[src/rtl/hand_gesture_decoder.sv]
// hand_gesture_decoder
// Per-frame gesture classifier that sits after the colour-zone tracker.
// Once per frame it takes the winning blue and red zone indices and splits
// each one into a column and a row. A per-hand stability counter removes
// jitter. Movement of a settled hand away from its anchor becomes a swipe
// gesture, and each gesture is reported as a one-cycle pulse.
//
// Ports
//   pclk           clock, all logic on the rising edge
//   rst            synchronous active-high reset
//   frame_done     one-cycle pulse, blue_flag/red_flag valid in this cycle
//   blue_flag      blue winning zone index (>= ZONES marks the hand invalid)
//   red_flag       red winning zone index (>= ZONES marks the hand invalid)
//   blue_col/row   last valid decomposed blue position
//   red_col/row    last valid decomposed red position
//   gesture        {hand (0 blue, 1 red), dir (0 L, 1 R, 2 U, 3 D)}
//   gesture_valid  one-cycle pulse qualifying gesture
//   busy           a frame is being processed
//   frame_drop     one-cycle pulse, a frame_done arrived while busy
module hand_gesture_decoder #(
    parameter int NX             = 10,
    parameter int NY             = 8,
    parameter int ZONES          = NX * NY,
    parameter int ZB             = $clog2(ZONES),
    parameter int CB             = $clog2(NX),
    parameter int RB             = $clog2(NY),
    parameter int STABLE_FRAMES  = 3,
    parameter int MOVE_TH        = 2,
    parameter int TIMEOUT_FRAMES = 30
) (
    input  logic          pclk,
    input  logic          rst,
    input  logic          frame_done,
    input  logic [ZB-1:0] blue_flag,
    input  logic [ZB-1:0] red_flag,
    output logic [CB-1:0] blue_col,
    output logic [RB-1:0] blue_row,
    output logic [CB-1:0] red_col,
    output logic [RB-1:0] red_row,
    output logic [2:0]    gesture,
    output logic          gesture_valid,
    output logic          busy,
    output logic          frame_drop
);

    localparam int NUM_LANES = 2;                      // lane 0 blue, lane 1 red
    localparam int DCW = (NY > 1) ? $clog2(NY) : 1;    // divide-step counter width
    localparam int SW  = $clog2(STABLE_FRAMES + 1);    // stability counter width
    localparam int AW  = $clog2(TIMEOUT_FRAMES + 1);   // anchor age width

    typedef enum logic [2:0] {
        S_IDLE,
        S_DIV,
        S_FILTER,
        S_CLASSIFY,
        S_EMIT
    } state_t;

    state_t         r_state;
    state_t         w_next;
    logic [DCW-1:0] r_div_cnt;
    logic [2:0]     r_gesture;
    logic           r_frame_drop;

    // Controls shared by both lanes.
    logic w_load;
    logic w_div_step;
    logic w_filter;
    logic w_classify;
    logic w_valid;
    logic [2:0] w_gesture;

    logic [NUM_LANES-1:0][ZB-1:0] w_flag;
    logic [NUM_LANES-1:0][CB-1:0] w_col;
    logic [NUM_LANES-1:0][RB-1:0] w_row;
    logic [NUM_LANES-1:0][1:0]    w_dir;
    logic [NUM_LANES-1:0]         w_pend;
    logic [NUM_LANES-1:0]         w_emit_clr;

    assign w_flag[0] = blue_flag;
    assign w_flag[1] = red_flag;

    // ------------------------------------------------------------------
    // FSM state register (also holds the divide counter, the last emitted
    // gesture and the registered drop pulse)
    // ------------------------------------------------------------------
    always_ff @(posedge pclk) begin
        if (rst) begin
            r_state      <= S_IDLE;
            r_div_cnt    <= '0;
            r_gesture    <= '0;
            r_frame_drop <= 1'b0;
        end else begin
            r_state      <= w_next;
            r_div_cnt    <= (r_state == S_DIV) ? r_div_cnt + DCW'(1) : '0;
            r_frame_drop <= frame_done && (r_state != S_IDLE);
            if (w_valid)
                r_gesture <= w_gesture;
        end
    end

    // ------------------------------------------------------------------
    // FSM next state
    // ------------------------------------------------------------------
    always_comb begin
        w_next = r_state;
        case (r_state)
            S_IDLE:     if (frame_done) w_next = S_DIV;
            S_DIV:      if (r_div_cnt == DCW'(NY - 1)) w_next = S_FILTER;
            S_FILTER:   w_next = S_CLASSIFY;
            S_CLASSIFY: w_next = S_EMIT;
            // A second EMIT cycle is needed only when both hands gestured.
            S_EMIT:     if (!(w_pend[0] && w_pend[1])) w_next = S_IDLE;
            default:    w_next = S_IDLE;
        endcase
    end

    // ------------------------------------------------------------------
    // FSM outputs and lane controls
    // ------------------------------------------------------------------
    always_comb begin
        w_load     = (r_state == S_IDLE) && frame_done;
        w_div_step = (r_state == S_DIV);
        w_filter   = (r_state == S_FILTER);
        w_classify = (r_state == S_CLASSIFY);
        w_emit_clr = '0;
        w_valid    = 1'b0;
        w_gesture  = r_gesture;
        if (r_state == S_EMIT) begin
            // Blue is emitted before red.
            if (w_pend[0]) begin
                w_emit_clr[0] = 1'b1;
                w_valid       = 1'b1;
                w_gesture     = {1'b0, w_dir[0]};
            end else if (w_pend[1]) begin
                w_emit_clr[1] = 1'b1;
                w_valid       = 1'b1;
                w_gesture     = {1'b1, w_dir[1]};
            end
        end
        gesture       = w_gesture;
        gesture_valid = w_valid;
        busy          = (r_state != S_IDLE);
        frame_drop    = r_frame_drop;
    end

    assign blue_col = w_col[0];
    assign blue_row = w_row[0];
    assign red_col  = w_col[1];
    assign red_row  = w_row[1];

    // ------------------------------------------------------------------
    // Per-hand datapath: divider, stability filter, anchor and classifier
    // ------------------------------------------------------------------
    for (genvar g = 0; g < NUM_LANES; g++) begin : g_hand
        logic          r_valid;
        logic [ZB-1:0] r_rem;
        logic [RB-1:0] r_acc;
        logic [CB-1:0] r_pos_col, r_cand_col, r_anc_col;
        logic [RB-1:0] r_pos_row, r_cand_row, r_anc_row;
        logic [SW-1:0] r_cnt;
        logic          r_settled;
        logic          r_anc_valid;
        logic [AW-1:0] r_age;
        logic          r_pend;
        logic [1:0]    r_dir;

        logic [CB-1:0] w_pcol;
        logic [RB-1:0] w_prow;
        logic [CB:0]   w_dx, w_adx;
        logic [RB:0]   w_dy, w_ady;
        logic          w_gest;
        logic [1:0]    w_gdir;

        // After NY steps the remainder is below NX, so it fits in CB bits.
        assign w_pcol = r_rem[CB-1:0];
        assign w_prow = r_acc;

        // Signed displacement of the candidate from the anchor.
        always_comb begin
            w_dx   = {1'b0, r_cand_col} - {1'b0, r_anc_col};
            w_dy   = {1'b0, r_cand_row} - {1'b0, r_anc_row};
            w_adx  = w_dx[CB] ? -w_dx : w_dx;
            w_ady  = w_dy[RB] ? -w_dy : w_dy;
            w_gest = 1'b0;
            w_gdir = 2'd0;
            // Horizontal wins ties.
            if ((int'(w_adx) >= MOVE_TH) && (int'(w_adx) >= int'(w_ady))) begin
                w_gest = 1'b1;
                w_gdir = (!w_dx[CB] && (w_dx != '0)) ? 2'd1 : 2'd0;
            end else if (int'(w_ady) >= MOVE_TH) begin
                w_gest = 1'b1;
                w_gdir = (!w_dy[RB] && (w_dy != '0)) ? 2'd3 : 2'd2;
            end
        end

        always_ff @(posedge pclk) begin
            if (rst) begin
                r_valid     <= 1'b0;
                r_rem       <= '0;
                r_acc       <= '0;
                r_pos_col   <= '0;
                r_pos_row   <= '0;
                r_cand_col  <= '0;
                r_cand_row  <= '0;
                r_anc_col   <= '0;
                r_anc_row   <= '0;
                r_cnt       <= '0;
                r_settled   <= 1'b0;
                r_anc_valid <= 1'b0;
                r_age       <= '0;
                r_pend      <= 1'b0;
                r_dir       <= '0;
            end else begin
                if (w_load) begin
                    r_valid <= (int'(w_flag[g]) < ZONES);
                    r_rem   <= w_flag[g];
                    r_acc   <= '0;
                end

                // Restoring division by NX, one conditional subtract per cycle.
                if (w_div_step && (int'(r_rem) >= NX)) begin
                    r_rem <= r_rem - ZB'(NX);
                    r_acc <= r_acc + RB'(1);
                end

                if (w_filter) begin
                    if (r_valid) begin
                        r_pos_col <= w_pcol;
                        r_pos_row <= w_prow;
                        if ((w_pcol == r_cand_col) && (w_prow == r_cand_row)) begin
                            // Settling fires only on the step into saturation.
                            if (r_cnt != SW'(STABLE_FRAMES)) begin
                                r_cnt     <= r_cnt + SW'(1);
                                r_settled <= ((r_cnt + SW'(1)) == SW'(STABLE_FRAMES));
                            end else begin
                                r_settled <= 1'b0;
                            end
                        end else begin
                            r_cand_col <= w_pcol;
                            r_cand_row <= w_prow;
                            r_cnt      <= SW'(1);
                            r_settled  <= (STABLE_FRAMES == 1);
                        end
                    end else begin
                        r_cnt     <= '0;
                        r_settled <= 1'b0;
                    end
                end

                if (w_classify) begin
                    if (r_settled) begin
                        // A settled event takes priority over ageing.
                        if (!r_anc_valid) begin
                            r_anc_col   <= r_cand_col;
                            r_anc_row   <= r_cand_row;
                            r_anc_valid <= 1'b1;
                            r_age       <= '0;
                        end else if (w_gest) begin
                            r_pend    <= 1'b1;
                            r_dir     <= w_gdir;
                            r_anc_col <= r_cand_col;
                            r_anc_row <= r_cand_row;
                            r_age     <= '0;
                        end
                    end else if (r_anc_valid) begin
                        r_age <= r_age + AW'(1);
                        if ((r_age + AW'(1)) == AW'(TIMEOUT_FRAMES))
                            r_anc_valid <= 1'b0;
                    end
                end

                if (w_emit_clr[g])
                    r_pend <= 1'b0;
            end
        end

        assign w_col[g]  = r_pos_col;
        assign w_row[g]  = r_pos_row;
        assign w_pend[g] = r_pend;
        assign w_dir[g]  = r_dir;
    end

endmodule

[config.mk]
export PLATFORM = sky130hd
export DESIGN_NAME = hand_gesture_decoder
export DESIGN_NICKNAME = d
export VERILOG_FILES = /design/src/rtl/hand_gesture_decoder.sv
export SDC_FILE = /design/constraint.sdc
export NUM_CORES = 1
export LEC_CHECK = 0
export CAP_MARGIN = 15
export CORE_ASPECT_RATIO = 0.5
export CORE_MARGIN = 2
export CORE_UTILIZATION = 30
export CTS_CLUSTER_DIAMETER = 30
export DETAILED_ROUTE_END_ITERATION = 10
export GPL_ROUTABILITY_DRIVEN = 1
export PLACE_DENSITY = 0.55
export SLEW_MARGIN = 5
export SYNTH_ARGS = -nofsm -noshare
export SYNTH_HDL_FRONTEND = slang
export SYNTH_SLANG_ARGS = --single-unit
[constraint.sdc]
create_clock -name pclk -period 6.4 [get_ports pclk]
set_clock_uncertainty 0.1 [all_clocks]
set_input_delay 1.28 -clock pclk [delete_from_list [all_inputs] [get_ports pclk]]
set_output_delay 1.28 -clock pclk [all_outputs]
set_load 0.05 [all_outputs]
---- Word-level counts from Yosys, hierarchy flattened ----
Index checks and enable logic that the tools add are counted.
cells by class
  bitwise operators ....................... 3
  add/sub/neg operators ................... 17
  order comparisons ....................... 10
  mux-type cells .......................... 70
  equal/unequal tests ..................... 24
  reduce and logical (&&, ||, !) cells .... 43
operators by type and width
  operator             number
  $mux 5               10
  $mux 3               13
  $mux 7               4
  $mux 1               25
  $mux 4               6
  $mux 2               11
  $reduce_and 3->1     7
  $pmux 3 s5           1
  $ge 7x4->1 const B   2
  $lt 7x7->1 const B   2
  $sub 7x4->7 const B  2
  $logic_and 1x1->1    13
  $ne 3x2->1 const B   4
  $add 5x1->5 const B  2
  $eq 5x5->1 const B   2
  $ge 5x2->1 const B   2
  $ge 5x4->1           2
  $neg 5->5            2
  $reduce_bool 5->1    2
  $sub 4x4->5          2
  $add 3x1->3 const B  3
  $eq 4x4->1           2
  $ge 4x2->1 const B   2
  $ne 2x2->1 const B   4
  other kinds (18)     42
storage, ports and cells
  bits in registers ....................... 98
  word-level logic and storage cells ...... 201

---- Longest topological paths before layout ----
Gate-level depths: netlist of run 1.
  depth in word-level cells ............... 9
  depth in mapped cells ................... 17

---- Worst setup path after synthesis of run 1 ----
Ideal clock, no wire load.
  kind .................................... flip-flop to flip-flop
  start ................................... reg g_hand[1].r_cand_col[0]
  end ..................................... reg g_hand[1].r_anc_col[0]
  data required time ...................... 6.167 ns
  data arrival time ....................... 3.143 ns
  setup time .............................. 0.133 ns
  cell stages (with the launch flop) ...... 17
  period minus slack after synthesis ...... 3.376 ns
  path slack .............................. 3.024 ns
  cells stage by stage .................... dfxtp_1 > inv_1 > ha_1 > inv_1 > fa_1 > xnor2_1 > nand2_1 > o21ai_2 > xor2_1 > ha_1 > a21oi_1 > o21ai_0 > o311a_1 > or4_1 > buf_6 > nand3_2 > a21oi_2
between the ends
  cells in the longest elaborated chain, start to end .. 8
ends and longest elaborated chain
  element                                   line  source
  start: declaration                        159   logic [CB-1:0] r_pos_col, r_cand_col, r_anc_col;
  start signal: assignment                  240   r_cand_col <= w_pcol;
  $sub 4x4->5                               181   w_dx = {1'b0, r_cand_col} - {1'b0, r_anc_col};
  $neg 5->5                                 183   w_adx = w_dx[CB] ? -w_dx : w_dx;
  $mux 5                                    183
  $ge 5x2->1 or $ge 5x4->1 (tied branches)  188   if ((int'(w_adx) >= MOVE_TH) && (int'(w_adx) >= int'(w_ady))) begin
  $logic_and 1x1->1                         188
  $mux 1                                    188
  $ne 2x1->1 (no line)                      n/a
  $reduce_and 3->1 (no line)                n/a
  end signal: assignment                    255   r_anc_col <= r_cand_col;
  end signal: assignment                    262   r_anc_col <= r_cand_col;
  end: declaration                          159
Several ways; a longest one is shown, not always the timed one. The select of a mux whose other input is x is not followed.
A chain may end at the register's enable or synchronous reset.

---- Worst setup path after layout of run 1 ----
  start ................................... reg g_hand[1].r_cand_col[0]
  end ..................................... reg g_hand[1].r_anc_col[2]
between the ends
  cells in the longest elaborated chain, start to end .. 8
ends and longest elaborated chain
  element                                   line
  $sub 4x4->5 *                             181
  $neg 5->5                                 183
  $mux 5 *                                  183
  $ge 5x2->1 or $ge 5x4->1 (tied branches)  188
  $logic_and 1x1->1 *                       188
  $mux 1 *                                  188
  $ne 2x1->1 (no line) *                    n/a
  $reduce_and 3->1 (no line) *              n/a
Mark *: on every way between the ends. The rest lies on a longest branch, timed or not.

==> summary.md, run 1 <==
| Metric | Value |
|---|---|
| Detailed-route via count | `5031` |
| Worst-Margin Slew | `about 1.1 ns` |
| Maximum vdd drop | `156 uV` |
| First-pass GRT wire length | `about 22 mm` |
| Pins Over Slew Limit | `0` |
| Layout filler cell count | `1938` |
| Clk_lat worst skew | `between 0.3 and 0.4 ns` |
| # resized after CTS | `0` |
| WL per Instance | `approximately 13 um` |
| Die Wd | `between 150 and 200 um` |
| Critical Path Start Type | `flop` |
| Die area | `20300 um^2` |
| Commonest non-fill, non-tap cell in the layout | `dfxtp_1` |
| Run status | `finished clean` |
| PD cells | `just over 200 nW/um^2` |
| WL final | `about 13 mm` |
| Avg Cell Area, Syn | `just under 8 um^2` |
| Post-DP HPWL | `9.46 mm` |
| CP required | `~6.5 ns` |
| DRT Pass-1 Iters | `5` |
| Synth warn | `0` |
| Starting Density | `a little under a third` |
| Worst-path maximum fanout | `7` |
| Post-route cell area | `6560 um^2` |
| Min Tclk post-route | `roughly 3.8 ns` |
| Post-synth EDFFs | `0` |
| Clk slew on worst S/H paths | `roughly 0.070 ns` |
| Detail Route Antenna Nets | `0` |
| Drt drc | `0` |
| Seq/Total Area, Yosys | `34.3%` |
| Critical path class | `flop to flop` |
| Syn_nets | `a little under 800` |
| HP Class | `flop to flop` |
| Post-synthesis cell count | `just over 700` |
| Final hold vios | `0` |
| IO Count | `37` |
| Die span in y | `slightly above 100 um` |
| Initial antenna violation count | `0` |
| FMAX | `261 MHz` |
| Area delta synth->final | `14.5%` |
| Grt total ovfl | `0` |
| Cts bufs inserted | `9` |
| Leak pwr | `approximately 2.2 nW` |
| H-tree Lvls | `3` |
| RSZ-0062 raised after global routing | `no` |
| Register Area | `a little under 2000 um^2` |
| Post-CTS Setup Inserts | `0` |
| Hold Slack | `approximately 0.34 ns` |
| Crit share post-route | `59.8%` |
| Worst EP arrival | `3.90 ns` |
| Dpl cell area | `between 6000 and 7000 um^2` |
| FFs w/ async S/R, synth | `0%` |
| Setup-failing EPs final | `0` |
| Share of cells above drive strength 1 | `just under 6%` |
| Vias in the first global route | `4722` |
| Nets | `between 700 and 800` |
| CTS root buf | `clkbuf_16` |
| Largest net degree at the start of global routing | `around 100` |
| DRT iter0 DRCs | `280` |
| Setup TNS | `0 ns` |
| Clock buffer depth | `2` |
| Highest-count cells in the layout ignoring fill and taps | `98 x dfxtp_1, 96 x nand2_1, 85 x a21oi_1, 52 x nor2_1, 42 x inv_1` |
| Port Buffers | `36` |
| Core footprint | `between 15000 and 20000 um^2` |
| CTS tree | `done` |
| Maxcap violations | `0` |
| Multi-input logic area | `roughly 3400 um^2` |
| GR Util All Layers | `13.4%` |
| Via-to-Cell Ratio | `between 5 and 6` |
| Top FF cell, synth | `dfxtp_1` |
| Critical Path End Type | `flop` |
| Mapped cell area | `roughly 5700 um^2` |
| CTS sink count | `98` |
| Synth Register Bits | `between 90 and 100` |
| Slew Limit Headroom | `about 29%` |
| GP Congestion | `0.805` |
| Hold Buf Count CTS | `0` |
| Unique masters post-synth | `63` |
| Diode count | `0` |
| FP Rows | `35` |
==> synthesized netlist by cell type (4+ instances only) <==
master,instances,area share (%)
a21oi_1,85,7.4
nand4_1,8,0.87
o22ai_1,4,0.44
o21ai_1,7,0.61
nand3_1,19,1.7
a311oi_1,7,1.1
nor4_1,4,0.44
nand3b_1,7,0.92
nor3b_1,5,0.66
o211ai_1,5,0.66
dfxtp_1,98,34
xor2_1,14,2.1
a21oi_2,6,0.92
ha_1,40,8.7
nor3_1,21,1.8
nand3_2,7,1.2
inv_1,42,2.8
xnor2_1,19,2.9
a211oi_1,10,1.3
clkbuf_1,33,2.2
nor2_1,52,3.4
and2_1,6,0.66
or3_1,6,0.66
a22oi_1,5,0.66
and3_1,5,0.55
a31oi_1,12,1.3
nand2b_1,4,0.44
o21ai_0,31,2.7
nand2_1,96,6.3
nor2b_1,8,0.87
fa_1,4,1.4
a21o_1,6,0.79
==> sequential cells by signal, indices dropped and copies added (netlist names), 6 cells and up <==
signal and count:
g_hand.r_rem 14, g_hand.r_anc_row 6, g_hand.r_cand_row 6, g_hand.r_acc 6, g_hand.r_age 10, g_hand.r_anc_col 8
g_hand.r_cand_col 8
==> critical path: stages (launching register included) <==
cell	delay (ns)
dfxtp_1	0.35
inv_1	0.07
ha_1	0.15
inv_1	0.05
fa_1	0.44
xnor2_1	0.41
nand2_1	0.12
o21ai_2	0.19
xor2_1	0.16
ha_1	0.26
a21oi_1	0.13
o21ai_0	0.15
o311a_1	0.18
or4_1	0.68
nand3_2	0.16
a21oi_2	0.06
==> metal layers <==
layer  vias to the layer above  global-route usage [%]  part of all wire (%)
li1                       2597                       -                     -
met1                      2364                    17.7                    51
met2                        62                    22.6                    46
met3                         8                    2.53                   2.9
met4                         0                    3.53                  0.95
met5                         -                       0                     0
==> through the flow <==
stage	utilization [%]	instances	setup slack (ns)	power (mW)
global placement	33.8	983	2.68	0.841
detailed placement	33.8	983	2.61	0.843
CTS	35.3	999	2.58	1.38
global route	35.3	999	2.23	1.43
floorplan	-	723	3.02	0.794
finish	35.3	999	2.58	1.36
==> worst paths after layout <==
check / startpoint / to / slack (ns) / cells past startpoint
worst min-delay path: r_div_cnt[0]$_SDFF_PP0_ / r_div_cnt[0]$_SDFF_PP0_ / 0.34 / 1
worst max register to register: g_hand[1].r_cand_col[0]$_SDFFE_PP0P_ / g_hand[1].r_anc_col[2]$_SDFFE_PP0P_ / 2.58 / 15
worst max-delay path: g_hand[1].r_cand_col[0]$_SDFFE_PP0P_ / g_hand[1].r_anc_col[2]$_SDFFE_PP0P_ / 2.58 / 15
worst min register to register: r_div_cnt[0]$_SDFF_PP0_ / r_div_cnt[0]$_SDFF_PP0_ / 0.34 / 1
==> final cells by class <==
| class | count | area share, % |
|---|---|---|
| Multi-Input combinational cell | 545 | 52.6 |
| Sequential cell | 98 | 29.9 |
| Timing Repair Buffer | 39 | 5.80 |
| Tap cell | 259 | 4.94 |
| Clock buffer | 9 | 3.43 |
| Inverter | 42 | 2.40 |
| Clock inverter | 7 | 0.916 |
==> where the power goes <==
group | leakage [nW] | total [mW] | switching (mW) | internal (mW)
clock network | 0.143 | 0.528 | 0.256 | 0.272
logic | 1.28 | 0.166 | 0.0964 | 0.0692
registers | 0.794 | 0.663 | 0.0312 | 0.632
==> logic make-up after synthesis <==
kind of cell / synth area share, %
buffers and inverters: 5.51
multiplexers: 0.721
adder cells (fa/ha/maj): 10.1
AND/OR/NAND/NOR: 22.4
XOR/XNOR: 5.05
AO/OA/AOI/OAI: 22.0
flip-flops: 34.3
No activity file was read; power rests on OpenSTA's default activity.
==> run 2, diff against run 1 <==
clock period = 3.9 ns   (was 6.4 ns; I/O delays follow)
==> run 2 against run 1 <==
Maximum frequency up 4.8%. Clock power up 70%. Utilization up 0.60 points. Die area unchanged. Register-to-register slack worse by 2.3 ns. Final area up 1.7%. Routed wire length up 2.7%. Power up 67%. Largest cell class unchanged.
==> summary.md, run 2 (synthesis gave the netlist of run 1 again) <==
| Metric | Value |
|---|---|
| Run status | `finished clean` |
| Worst reg2reg path depth | `16` |
| Critical Path Start Type | `flop` |
| CP max stage delay | `between 0.5 and 0.6 ns` |
| Buf/Inv on CP | `4` |
| WL final | `roughly 13 mm` |
| RSZ-0062 raised after global routing | `no` |
| Largest regs | `g_hand.r_rem x14, g_hand.r_age x10` |
| Detailed-route via count | `~5100` |
| Slew Limit Headroom | `approximately two fifths` |
| Cts bufs inserted | `9` |
| Highest-count cells in the layout ignoring fill and taps | `98 x dfxtp_1, 96 x nand2_1, 85 x a21oi_1, 52 x nor2_1, 42 x inv_1` |
| Biggest register | `g_hand.r_rem` |
| FP Rows | `35` |
| PD cells | `between 300 and 400 nW/um^2` |
| Layout filler cell count | `1945` |
| WL per Instance | `around 13 um` |
| Port Buffers | `36` |
| Worst-path maximum fanout | `7` |
| Max FFs per register | `14` |
| RR Endpoint | `g_hand[1].r_anc_row[2]$_SDFFE_PP0P_` |
| DRT Pass-1 Iters | `4` |
| Crit path max-delay family | `adder cells` |
| HP Class | `flop to flop` |
| Clock buffer depth | `2` |
| Hold_sp | `r_div_cnt[0]$_SDFF_PP0_` |
| Cell mode on critical path | `inv_1` |
| Core footprint | `18600 um^2` |
| Register-to-register setup slack | `between 0.2 and 0.3 ns` |
| Pins Over Slew Limit | `0` |
| Diode count | `0` |
| Initial antenna violation count | `0` |
| IO Count | `37` |
| CTS tree | `done` |
| Share of cells above drive strength 1 | `under 10%` |
| Setup TNS | `0 ns` |
| Maximum vdd drop | `about 200 uV` |
| CP required | `3.99 ns` |
| Min-Delay Path Depth | `1` |
| Post-place setup slack | `between 0.03 and 0.04 ns` |
| Crit path max-delay cell type | `or4_4` |
| Die span in y | `a little over 100 um` |
| Starting Density | `~30%` |
| Finished Core Util | `between 30% and 40%` |
| Worst-Margin Slew | `~0.90 ns` |
| Die area | `around 20000 um^2` |
| DRT iter0 DRCs | `between 300 and 400` |
| Crit-path cells | `inv_1, ha_1, inv_1, fa_1, inv_1, ha_1, inv_1, nor2_1, a21oi_1, ha_1, a21oi_1, o21ai_0, o311a_1, or4_4, nand3_2, a21oi_1` |
| Critical Path End Type | `flop` |
| Final hold vios | `0` |
| Multi-input logic area | `between 3000 and 4000 um^2` |
| Leak pwr | `around 2.3 nW` |
| Clk slew on worst S/H paths | `roughly 0.08 ns` |
| Maxcap violations | `0` |
| Grt total ovfl | `0` |
| Via-to-Cell Ratio | `5.03` |
| Largest net degree at the start of global routing | `80` |
| CTS root buf | `clkbuf_16` |
| Vias in the first global route | `between 4000 and 5000` |
| Drt drc | `0` |
| GR Util All Layers | `13.8%` |
| Worst EP arrival | `about 3.7 ns` |
| Area delta synth->final | `16.5%` |
| Clk_lat worst skew | `about 0.35 ns` |
| Final worst slack | `between 0.2 and 0.3 ns` |
| Post-DP HPWL | `about 9.6 mm` |
| Register Area | `1960 um^2` |
| CTS sink count | `98` |
| Nets | `803` |
| Min-Delay Endpoint | `r_div_cnt[0]$_SDFF_PP0_` |
| Min Tclk post-route | `~3.6 ns` |
| Hold Buf Count CTS | `0` |
| Die Wd | `between 150 and 200 um` |
| H-tree Lvls | `3` |
| Crit share post-route | `93.6%` |
| Worst reg2reg startpoint | `g_hand[1].r_cand_row[0]$_SDFFE_PP0P_` |
| Setup-failing EPs final | `0` |
| First-pass GRT wire length | `22.6 mm` |
| Detail Route Antenna Nets | `0` |
| Critical path class | `flop to flop` |
| Commonest non-fill, non-tap cell in the layout | `dfxtp_1` |
| GP Congestion | `approximately 0.80` |
| FMAX | `274 MHz` |
## run 2: cell count changes in the layout (fill, tap and decap cells not counted), sizes merged
cell	delta
buf	+7
clkbuf	+1
inv	-1
## run 2: timing repair
item	4_1_cts	5_1_grt
pin swaps	0	1
setup buffers	0	1
endpoints found under the setup margin	7	11
resized for setup	2	5
## run 2: worst max path at each step
stage / startpoint / endpoint / slack [ns] / cells after the start
6_report: g_hand[1].r_cand_row[0]$_SDFFE_PP0P_ / g_hand[1].r_anc_row[2]$_SDFFE_PP0P_ / 0.25 / 16
5_1_grt: g_hand[0].r_cand_col[0]$_SDFFE_PP0P_ / g_hand[0].r_age[3]$_SDFFE_PP0P_ / 0.01 / 15
4_1_cts: g_hand[1].r_cand_col[0]$_SDFFE_PP0P_ / g_hand[1].r_anc_col[0]$_SDFFE_PP0P_ / 0.02 / 14
3_5_place_dp: g_hand[1].r_cand_col[0]$_SDFFE_PP0P_ / g_hand[1].r_anc_row[2]$_SDFFE_PP0P_ / 0.03 / 15
3_3_place_gp: g_hand[1].r_cand_col[0]$_SDFFE_PP0P_ / g_hand[1].r_anc_row[2]$_SDFFE_PP0P_ / 0.17 / 15
2_1_floorplan: g_hand[1].r_cand_col[0]$_SDFFE_PP0P_ / g_hand[1].r_anc_col[0]$_SDFFE_PP0P_ / 0.52 / 16
## run 2: power by group
group          leakage [nW]  internal (mW)  switching [mW]
registers             0.794           1.04          0.0506
logic                  1.33          0.118           0.162
clock network         0.147          0.466           0.432
total                  2.27           1.62           0.644
## run 2: layout make-up
cell class | count | share of cell area (%)
repair buffers | 46 | 6.49
multi-input cells | 545 | 52.4
flip-flops and latches | 98 | 29.4
inverters | 42 | 2.36
clock inverters | 6 | 0.863
clock buffers | 10 | 3.58
well taps | 259 | 4.86
## run 2: layer usage
metal / track usage [%] / share of wire, % / vias up
met3: 2.76 / 2.5 / 4
met2: 23.6 / 47 / 44
li1: - / - / 2607
met5: 0 / 0 / -
met1: 17.9 / 50 / 2404
met4: 3.59 / 0.54 / 0
## run 2: per-stage QoR
step | total power, mW | hold WS [ns] | instance area [um^2] | cells
final | 2.27 | 0.339 | 6670 | 1006
after detailed placement | 1.39 | 0.323 | 6320 | 989
after global placement | 1.39 | 0.325 | 6320 | 989
after global routing | 2.38 | 0.376 | 6670 | 1006
after CTS | 2.30 | 0.341 | 6630 | 1005
after floorplan | 1.30 | 0.308 | 5730 | 723
